==> config.mk <==
export PLATFORM = sky130hd
export DESIGN_NAME = ifmap_feeder
export DESIGN_NICKNAME = d
export VERILOG_FILES = /design/src/rtl/ifmap_feeder.sv
export SDC_FILE = /design/constraint.sdc
export NUM_CORES = 1
export LEC_CHECK = 0
export CAP_MARGIN = 20
export CORE_AREA = 2 2 455 457
export DETAILED_ROUTE_END_ITERATION = 8
export DIE_AREA = 0 0 457 459
export PLACE_DENSITY = 0.38
export SYNTH_ARGS = -nofsm -noshare
export SYNTH_HDL_FRONTEND = slang
export SYNTH_SLANG_ARGS = --single-unit
==> constraint.sdc <==
create_clock -name clk -period 9.41 [get_ports clk]
set_input_delay 2.823 -clock clk [delete_from_list [all_inputs] [get_ports clk]]
set_output_delay 2.823 -clock clk [all_outputs]
set_load 0.01 [all_outputs]
==> src/rtl/ifmap_feeder.sv <==
// ifmap_feeder: write-side controller for the per-lane ifmap FIFO buffer.
// Streams a contiguous GLB tile one word per cycle and deals the words
// round-robin to the active lanes. Per-lane credit counters track how much
// free space each lane has, so no lane is overrun.
// Optional: define IFMAP_FEEDER_ERR_EN to add a sticky `err` output.
module ifmap_feeder #(
    parameter int NUM_LANES  = 32,
    parameter int DATA_W     = 32,
    parameter int ADDR_W     = 16,
    parameter int FIFO_DEPTH = 4,
    parameter int CNT_W      = 16
) (
    input  logic                          clk,
    input  logic                          rst,
    input  logic                          start,
    input  logic [ADDR_W-1:0]             base_addr,
    input  logic [CNT_W-1:0]              words_per_lane,
    input  logic [5:0]                    lane_cnt,
    output logic                          busy,
    output logic                          done,
    output logic                          glb_re,
    output logic [ADDR_W-1:0]             glb_addr,
    input  logic [DATA_W-1:0]             glb_rdata,
    output logic [NUM_LANES-1:0]          push,
    output logic [NUM_LANES*DATA_W-1:0]   push_data,
    input  logic [NUM_LANES-1:0]          pop_ack
`ifdef IFMAP_FEEDER_ERR_EN
    ,
    output logic                          err
`endif
);

    localparam int CRED_W = $clog2(FIFO_DEPTH + 1);

    typedef enum logic [1:0] {S_IDLE, S_RUN, S_DRAIN, S_DONE} state_t;

    state_t              state, state_nxt;
    logic [ADDR_W-1:0]   addr_q;
    logic [CNT_W-1:0]    wpl_q;
    logic [CNT_W-1:0]    round_q;
    logic [5:0]          lanes_q;
    logic [5:0]          lane_q;
    logic                push_v_q;
    logic [5:0]          push_lane_q;
    logic [CRED_W-1:0]   credit [NUM_LANES];

    logic [5:0]          lanes_clamped;
    logic                lane_has_credit;
    logic                issue;
    logic                last_issue;
    logic [NUM_LANES-1:0] issue_vec;
    logic [NUM_LANES-1:0] at_depth;

    assign lanes_clamped = (lane_cnt > 6'(NUM_LANES)) ? 6'(NUM_LANES) : lane_cnt;

    // Issue decision: the current target lane must have credit; no skipping.
    always_comb begin
        lane_has_credit = 1'b0;
        issue_vec       = '0;
        at_depth        = '0;
        for (int i = 0; i < NUM_LANES; i++) begin
            at_depth[i] = (credit[i] == CRED_W'(FIFO_DEPTH));
            if (lane_q == 6'(i)) begin
                lane_has_credit = (credit[i] != '0);
            end
        end
        issue = (state == S_RUN) && lane_has_credit;
        for (int i = 0; i < NUM_LANES; i++) begin
            issue_vec[i] = issue && (lane_q == 6'(i));
        end
        last_issue = issue && (lane_q == lanes_q - 6'd1) &&
                     (round_q == wpl_q - CNT_W'(1));
    end

    // State register.
    always_ff @(posedge clk) begin
        if (rst) state <= S_IDLE;
        else     state <= state_nxt;
    end

    // Next-state logic; empty jobs go straight to DONE.
    always_comb begin
        state_nxt = state;
        case (state)
            S_IDLE: begin
                if (start) begin
                    if (words_per_lane == '0 || lanes_clamped == '0) state_nxt = S_DONE;
                    else                                             state_nxt = S_RUN;
                end
            end
            S_RUN:   if (last_issue) state_nxt = S_DRAIN;
            S_DRAIN: state_nxt = S_DONE;
            S_DONE:  state_nxt = S_IDLE;
            default: state_nxt = S_IDLE;
        endcase
    end

    assign busy     = (state == S_RUN) || (state == S_DRAIN);
    assign done     = (state == S_DONE);
    assign glb_re   = issue;
    assign glb_addr = issue ? addr_q : '0;

    // Job registers, address/lane/round counters and the one-cycle push pipe.
    always_ff @(posedge clk) begin
        if (rst) begin
            addr_q      <= '0;
            wpl_q       <= '0;
            lanes_q     <= '0;
            lane_q      <= '0;
            round_q     <= '0;
            push_v_q    <= 1'b0;
            push_lane_q <= '0;
        end else begin
            if (state == S_IDLE && start) begin
                addr_q  <= base_addr;
                wpl_q   <= words_per_lane;
                lanes_q <= lanes_clamped;
                lane_q  <= '0;
                round_q <= '0;
            end else if (issue) begin
                addr_q <= addr_q + ADDR_W'(1);
                if (lane_q == lanes_q - 6'd1) begin
                    lane_q  <= '0;
                    round_q <= round_q + CNT_W'(1);
                end else begin
                    lane_q <= lane_q + 6'd1;
                end
            end
            push_v_q    <= issue;
            push_lane_q <= lane_q;
        end
    end

    // Read data returns one cycle after issue and goes to the lane it was issued for.
    always_comb begin
        push      = '0;
        push_data = '0;
        for (int i = 0; i < NUM_LANES; i++) begin
            if (push_v_q && push_lane_q == 6'(i)) begin
                push[i]                      = 1'b1;
                push_data[i*DATA_W +: DATA_W] = glb_rdata;
            end
        end
    end

    // Credit counters: issue consumes, accepted pop returns, saturating at depth.
    always_ff @(posedge clk) begin
        for (int i = 0; i < NUM_LANES; i++) begin
            if (rst) begin
                credit[i] <= CRED_W'(FIFO_DEPTH);
            end else if (issue_vec[i] && !pop_ack[i]) begin
                credit[i] <= credit[i] - CRED_W'(1);
            end else if (!issue_vec[i] && pop_ack[i] && !at_depth[i]) begin
                credit[i] <= credit[i] + CRED_W'(1);
            end
        end
    end

`ifdef IFMAP_FEEDER_ERR_EN
    // Sticky protocol error: pop to a full-credit lane, or start while busy.
    always_ff @(posedge clk) begin
        if (rst) begin
            err <= 1'b0;
        end else if ((|(pop_ack & at_depth)) || (start && state != S_IDLE)) begin
            err <= 1'b1;
        end
    end
`endif

endmodule
==> results.json <==
{
  "hold_viol_final": 0,
  "grt_pass1_vias": 21624,
  "syn_to_final_growth_pct": 79.6,
  "cts_root_buffer": "clkbuf_16",
  "fmax_mhz": 129,
  "r2r-start": "lane_q[1]",
  "reg2reg_depth": 13,
  "core-area_mm2": 0.206,
  "min_period_over_period_pct": 82.1,
  "wl_met3_um": 9040,
  "leakage_nw": 12.4,
  "min_to": "wpl_q[15]",
  "viasPerCell": 3.59,
  "overflow": 0,
  "hold_depth": 2,
  "clock_skew_ns": 0.0248,
  "async_flop_share_pct": 0,
  "slew_viol_final": 0,
  "avgSynthCellArea_um2": 7.20,
  "status": "complete, no violations",
  "powerDensity_mw_per_mm2": 82.8,
  "final_cell_mix": "1146 x clkdlybuf4s50_1, 1038 x and2_1, 198 x nand2_1",
  "vias": 23372,
  "yosysTopAreaCellShare_pct": 33.3,
  "die_w_um": 457,
  "rrSetupSlack_ns": 3.98,
  "cts.path.max_buffers": 2,
  "wirelength_met1_um": 66400,
  "clk_latency_ns": 0.51,
  "yosys_warnings": 0,
  "rsz0062_at_grt": "no",
  "drtPass1Iterations": 8,
  "r2r-end": "credit[1][2]",
  "cts_buffers": 17,
  "dr.first_iter.drc_count": 1314,
  "start_util_pct": 9.50,
  "placementRows": 167,
  "relSlewSlack_pct": 25.1,
  "cts_tree": "yes",
  "syn_nets": 2924,
  "routed.top_layer": "met5",
  "seq_area_frac_synth_pct": 21.8,
  "cp_max_fo": 39,
  "timing.hold.ws_ns": 0.483,
  "synth_top_area_cell": "and2_1",
  "fin_setup_tns_ns": 0,
  "grt_pass1_wl_um": 202000,
  "nets": 3946,
  "antenna_found_initial": 51,
  "worstHoldPathType": "flip-flop to flip-flop",
  "synth_edf_count": 96,
  "num_io_pins": 1180,
  "io_buffers": 1179,
  "drc_errors": 0,
  "startpoint": "lane_q[1]",
  "wl_met2_um": 77100,
  "ctsHoldBuffers": 0,
  "syn_inst": 2712,
  "final_common_cell": "clkdlybuf4s50_1",
  "ir_drop_uv": 149,
  "synth-seq-cells": 165,
  "wire_per_inst_um": 23.9,
  "crit_type": "flip-flop to primary output",
  "die_y_um": 459,
  "cts_setup_buffers": 0,
  "synth_ff_type": "edfxtp_1",
  "startpoint_type": "flip-flop",
  "netlist_area_mm2": 0.0195,
  "cts.clk_slew.worst_paths_ns": 0.07,
  "cts_resized": 0,
  "clock_sinks": 165,
  "die_area_mm2": 0.210,
  "grt_max_degree": 57,
  "dp_hpwl_um": 119000,
  "yosysUniqueCellTypes": 79,
  "worstMarginPinSlew_ns": 1.12,
  "drive_above_1_share_pct": 6.11,
  "htree_levels": 4,
  "setup_viol": 0,
  "grtUsageTotal_pct": 14.0,
  "crit_arrival_ns": 4.90,
  "gp_congestion": 0.795,
  "wirelength_um": 155000,
  "max-cap-violations": 0,
  "cp.required_ns": 6.59,
  "post-route-min-period_ns": 7.73,
  "ant_nets": 0,
  "min-delay-start": "wpl_q[15]",
  "critPathCaptureType": "primary output",
  "ys_top_cells_by_area": "and2_1 33%, edfxtp_1 15%, dfxtp_1 7.1%, ha_1 6.8%, clkbuf_1 4.6%"
}
==> state kept, by name, indices dropped and copies added, names as in the netlist <==
signal / count
credit: 96
addr_q: 16
round_q: 16
wpl_q: 16
lane_q: 6
lanes_q: 6
push_lane_q: 6
state: 2
push_v_q: 1
==> critical path: stages (launching register included) <==
cell,delay (ns)
dfxtp_1,0.59
ha_2,0.62
nor2b_1,0.62
a22o_1,0.30
a22oi_1,0.12
a31oi_1,0.31
o221a_2,0.43
o21ai_4,0.19
inv_4,0.44
and2_1,0.21
clkdlybuf4s50_1,0.56
==> report_power, final <==
part / total (mW) / switching (mW) / internal (mW)
logic: 1.22 / 0.816 / 0.400
registers: 0.963 / 0.0963 / 0.866
clock network: 0.724 / 0.363 / 0.361
total: 2.90 / 1.27 / 1.63
==> cell usage after synthesis (14+ instances only) <==
library cell	instances
and2_1	1038
o211ai_1	14
nand3_1	37
clkbuf_1	238
nand2_1	198
nand2b_1	26
inv_1	110
nand4_1	32
a31oi_1	17
a21oi_1	76
o21ai_0	74
dfxtp_1	69
nand3b_1	21
xnor2_1	31
or3_1	20
nor4_1	26
xor2_1	30
edfxtp_1	96
nor3_1	74
nor2_1	143
ha_1	106
==> worst max path at each step <==
stage | end | cells past startpoint
3_5_place_dp | push_data[556] | 4
6_report | glb_addr[14] | 10
4_1_cts | glb_addr[3] | 10
3_3_place_gp | push_data[556] | 4
5_1_grt | glb_addr[8] | 10
2_1_floorplan | push_data[0] | 2
==> through the flow <==
stage	area (um^2)	setup WS, ns	cells	utilization, %	total power [mW]
6_report	35100	1.68	6503	17.1	2.90
4_1_cts	34900	1.64	6451	17.0	2.95
3_5_place_dp	34400	1.78	6419	16.7	2.21
5_1_grt	35000	1.44	6455	17.0	3.09
2_1_floorplan	19500	3.40	2712	-	1.65
3_3_place_gp	34400	1.78	6418	16.7	2.20
==> layer usage <==
layer / track usage (%) / vias to the layer above
li1: - / 10968
met5: 0 / -
met2: 25.0 / 964
met3: 2.75 / 154
met1: 17.3 / 11268
met4: 2.54 / 18
==> cells by family after synthesis <==
family / share of synthesized area, %
AND/OR/NAND/NOR: 50.4
buffers and inverters: 7.40
AO/OA/AOI/OAI: 9.32
flip-flops: 21.8
adder cells (fa/ha/maj): 6.90
XOR/XNOR: 2.74
multiplexers: 1.42
==> cell type report <==
cell class | instances | area (um^2)
Antenna cell | 52 | 130
Inverter | 111 | 419
Sequential cell | 165 | 4260
Multi-Input combinational cell | 2174 | 14000
Tap cell | 2704 | 3380
Clock buffer | 19 | 454
Fill cell | 23450 | 171000
Clock inverter | 13 | 106
Timing Repair Buffer | 1265 | 12300
No activity file was read; power rests on OpenSTA's default activity.
